$ cat src/rtl/reg_module_pkg.sv
// Shared defaults for the AXI-Stream register slice: data width and
// occupancy-state encoding.
package reg_module_pkg;

    localparam int DEFAULT_DW = 32;

    localparam logic [1:0] ST_EMPTY = 2'd0;
    localparam logic [1:0] ST_ONE   = 2'd1;
    localparam logic [1:0] ST_FULL  = 2'd2;

endpackage

$ cat src/rtl/reg_module.sv
// Full-throughput AXI-Stream register slice: a main register feeding the
// output plus one skid register, with every output taken straight from a flop.
module reg_module import reg_module_pkg::*; #(
    parameter int DW = DEFAULT_DW
) (
    input  logic          clk,
    input  logic          resetn,
    input  logic [DW-1:0] s_data,
    input  logic          s_valid,
    input  logic          s_last,
    output logic          s_ready,
    input  logic          m_ready,
    output logic          m_valid,
    output logic          m_last,
    output logic [DW-1:0] m_data
);

    logic [1:0]    state, state_nx;
    logic [DW-1:0] skid_data;
    logic          skid_last;
    logic          accept;
    logic          load_in, load_skid, fill_skid;

    assign accept = s_valid & s_ready;

    always_comb begin
        state_nx  = state;
        load_in   = 1'b0;
        load_skid = 1'b0;
        fill_skid = 1'b0;
        case (state)
            ST_EMPTY: begin
                if (accept) begin
                    state_nx = ST_ONE;
                    load_in  = 1'b1;
                end
            end
            ST_ONE: begin
                if (accept && m_ready) begin
                    load_in = 1'b1;
                end else if (accept) begin
                    // Output is stalled: park the new beat behind it.
                    state_nx  = ST_FULL;
                    fill_skid = 1'b1;
                end else if (m_ready) begin
                    state_nx = ST_EMPTY;
                end
            end
            ST_FULL: begin
                if (m_ready) begin
                    state_nx  = ST_ONE;
                    load_skid = 1'b1;
                end
            end
            default: state_nx = ST_EMPTY;
        endcase
    end

    always_ff @(posedge clk or negedge resetn) begin
        if (!resetn) begin
            m_data <= '0;
            m_last <= 1'b0;
        end else if (load_in) begin
            m_data <= s_data;
            m_last <= s_last;
        end else if (load_skid) begin
            m_data <= skid_data;
            m_last <= skid_last;
        end
    end

    always_ff @(posedge clk or negedge resetn) begin
        if (!resetn) begin
            skid_data <= '0;
            skid_last <= 1'b0;
        end else if (fill_skid) begin
            skid_data <= s_data;
            skid_last <= s_last;
        end
    end

    // Handshake flags are registered copies of the next occupancy.
    always_ff @(posedge clk or negedge resetn) begin
        if (!resetn) begin
            state   <= ST_EMPTY;
            s_ready <= 1'b0;
            m_valid <= 1'b0;
        end else begin
            state   <= state_nx;
            s_ready <= (state_nx != ST_FULL);
            m_valid <= (state_nx != ST_EMPTY);
        end
    end

endmodule

$ cat config.mk
export PLATFORM = sky130hd
export DESIGN_NAME = reg_module
export DESIGN_NICKNAME = d
export VERILOG_FILES = /design/src/rtl/reg_module_pkg.sv /design/src/rtl/reg_module.sv
export SDC_FILE = /design/constraint.sdc
export NUM_CORES = 1
export LEC_CHECK = 0
export CAP_MARGIN = 20
export CORE_AREA = 2 2 85 87
export DETAILED_ROUTE_END_ITERATION = 7
export DIE_AREA = 0 0 87 89
export GPL_TIMING_DRIVEN = 0
export HOLD_SLACK_MARGIN = 0.05
export PLACE_DENSITY = 0.77
export RECOVER_POWER = 25
export SYNTH_ARGS = -nofsm -noshare
export SYNTH_HDL_FRONTEND = slang
export SYNTH_SLANG_ARGS = --single-unit
$ cat constraint.sdc
create_clock -name clk -period 1.7 [get_ports clk]
set_clock_uncertainty 0.2 [all_clocks]
set_input_delay 0.51 -clock clk [delete_from_list [all_inputs] [get_ports clk]]
set_output_delay 0.51 -clock clk [all_outputs]
set_load 0.005 [all_outputs]
==> impl_metrics.json <==
{
  "status": "complete, but fails checks",
  "violations": "setup timing",
  "rows": 30,
  "fin_tns_setup_ps": -432,
  "slowest_stage": "mux2_2",
  "coreArea_um2": 6720,
  "grt_pass1_vias": 2020,
  "irDropWorstVdd_uv": 665,
  "antennaDiodeCount": 0,
  "ys_ff_latch": 70,
  "synth_area_um2": 2890,
  "ioPinCount": 72,
  "drive_gt1_frac": 0.332,
  "track_usage": 0.174,
  "drc": 0,
  "dp_slack_ps": -707,
  "viasPerCell": 5.26,
  "setup_viol": 28,
  "cts_tree": "yes",
  "initial_core_util": 0.431,
  "rr_worst_depth": 6,
  "dieHeight_um": 89,
  "die_x_um": 87,
  "yosysSeqAreaShare": 0.606,
  "worst_slew_pin_slew_ps": 935,
  "clk_pin_slew_ps": 80,
  "synth_area_per_cell_um2": 14.6,
  "ys.flop_type": "dfrtp_1",
  "hold_violations": 0,
  "dpl-instance-area_um2": 3710,
  "r2r_setup_slack_ps": -20,
  "grt_pass1_wl_mm": 10.1,
  "synth.distinct_cells": 25,
  "finalCritPeriodShare": 1.02,
  "dr.pass1.iters": 4,
  "synth_area_leaders": "dfrtp_1 (61%), mux2_2 (13%), a221o_1 (11%), and2_1 (6.5%), buf_8 (1.6%)",
  "final_core_util": 0.625,
  "wl_mm": 6.49,
  "die_area_um2": 7740,
  "p_leak_nw": 1.87,
  "vias": 2052,
  "synth_async_sr_flop_share": 1.00,
  "crit_chain": "clkdlybuf4s15_1 -> nand2b_1 -> nor2_4 -> buf_12 -> clkbuf_16 -> mux2_2",
  "slew-limit-headroom": 0.376,
  "fmax_mhz": 578,
  "yosys.area.top_type": "dfrtp_1",
  "cts-root-buf": "clkbuf_8",
  "postLayoutCellArea_um2": 4200,
  "synthCells": 198,
  "synth_most_common_cell": "dfrtp_1",
  "antenna_found_initial": 0,
  "htree_levels": 3,
  "port_buffers": 71,
  "power_density_nw_per_um2": 1710,
  "worstReg2RegStart": "state[0]",
  "cp_max_fo": 6,
  "synth_edf_count": 0,
  "cp.arrival_ps": 1760,
  "insertion_delay_ps": 350,
  "syn2layout_area_growth_pct": 45.1,
  "min_path_type": "in2async",
  "clock-sinks": 70,
  "detail_route.iter0.violations": 152,
  "setup.worst_path.start_class": "input port",
  "grt_max_degree": 71,
  "finalMaxSlewViolations": 0,
  "total_power_mw": 7.16,
  "cp-end-kind": "flop",
  "hold_buffers": 0,
  "ys_warn_count": 0,
  "synthesis.nets": 235,
  "ctsLongestPathBuffers": 2,
  "ant_nets": 0,
  "r2r-end": "skid_data[11]",
  "dp_hpwl_mm": 4.04,
  "fin_crit_ps": 1730,
  "nets": 342,
  "fill_cells": 513,
  "ys_top_cells_by_count": "dfrtp_1 (70), mux2_2 (34), a221o_1 (31)",
  "netlist.area_leader.share": 0.606,
  "rsz0062_at_grt": "yes",
  "maxCapViolCount": 0,
  "routedWlPerCell_um": 16.6,
  "cts_buffers": 9,
  "slowest_delay_ps": 330,
  "place_congestion": 0.715,
  "critPathKind": "in2reg",
  "grt_overflow": 0,
  "fin_ws_ps": -30.6,
  "required_ps": 1730
}
-- cells in the final DEF, fill, tap and decap left out, drive strengths merged, types with 2 or more instances in the layout --
cell / count
clkdlybuf4s50: 33
dfrtp: 70
bufinv: 3
nor2: 2
mux2: 34
clkinv: 3
clkbuf: 20
a221o: 33
clkdlybuf4s15: 33
buf: 31
and2: 33
nand2: 2
-- power by group --
part,total [mW],leakage [nW],switching [mW],internal (mW)
clock,1.59,0.119,0.628,0.966
combinational,2.67,0.907,0.917,1.76
sequential,2.89,0.845,0.411,2.48
total,7.16,1.87,1.96,5.20
-- state kept, by name, summed over array words and instances (netlist names) --
register,cells
m_data,32
m_valid,1
skid_data,32
m_last,1
s_ready,1
state,2
skid_last,1
-- worst max-delay path: cells and delay by family --
kind	cells	cell delay, ps
multiplexers	1	330
buffers and inverters	3	520
AND/OR/NAND/NOR	2	390
-- layer usage --
metal	vias up	track usage	wire length, µm
met5	-	0	0
met4	0	0.0980	155
met3	16	0.0416	333
met2	64	0.262	3010
met1	1021	0.231	2990
li1	951	-	-
-- cell type report --
| type | count | area (µm²) | share of cell area |
|---|---|---|---|
| Clock buffer | 9 | 124 | 0.0295 |
| Clock inverter | 7 | 113 | 0.0268 |
| Inverter | 1 | 3.75 | 0.000894 |
| Tap cell | 80 | 100 | 0.0239 |
| Buffer | 12 | 138 | 0.0328 |
| Multi-Input combinational cell | 114 | 1050 | 0.249 |
| Timing Repair Buffer | 97 | 921 | 0.219 |
| Sequential cell | 70 | 1750 | 0.417 |
-- kinds of logic (layout without fill, tap and decap cells) --
group / Yosys count / after routing / share of synthesized area
muxes: 34 / 34 / 0.132
AOI/OAI and AO/OA: 38 / 38 / 0.127
and+or+nand+nor: 42 / 42 / 0.0973
buffers and inverters: 14 / 126 / 0.0376
DFF: 70 / 70 / 0.606
-- worst max-delay path by stage --
| stage | startpoint | to | slack (ps) | depth (start not counted) |
|---|---|---|---|---|
| floorplan | m_ready | m_data[0] | -20 | 5 |
| global placement | resetn | skid_data[16] | -2440 | 1 |
| detailed placement | m_ready | m_data[26] | -710 | 6 |
| CTS | state[1] | skid_data[4] | -10 | 4 |
| global route | m_ready | skid_data[9] | -50 | 6 |
| finish | m_ready | skid_data[11] | -30 | 6 |
-- metrics by stage --
step / std cells / hold WS (ps)
after floorplan: 198 / 14.4
after global placement: 349 / 280
after detailed placement: 349 / 287
after CTS: 386 / 104
after global routing: 390 / 199
final: 390 / 118
-- repair_timing --
| item | 4_1_cts | 5_1_grt |
|---|---|---|
| endpoints found under the setup margin | 101 | 66 |
| cloned | 0 | 1 |
| pin swaps | 2 | 1 |
| resized for setup | 81 | 12 |
| endpoints found under the hold margin | 0 | 0 |
| buffers inserted | 22 | 3 |
Power figures use the tool's default switching activity.
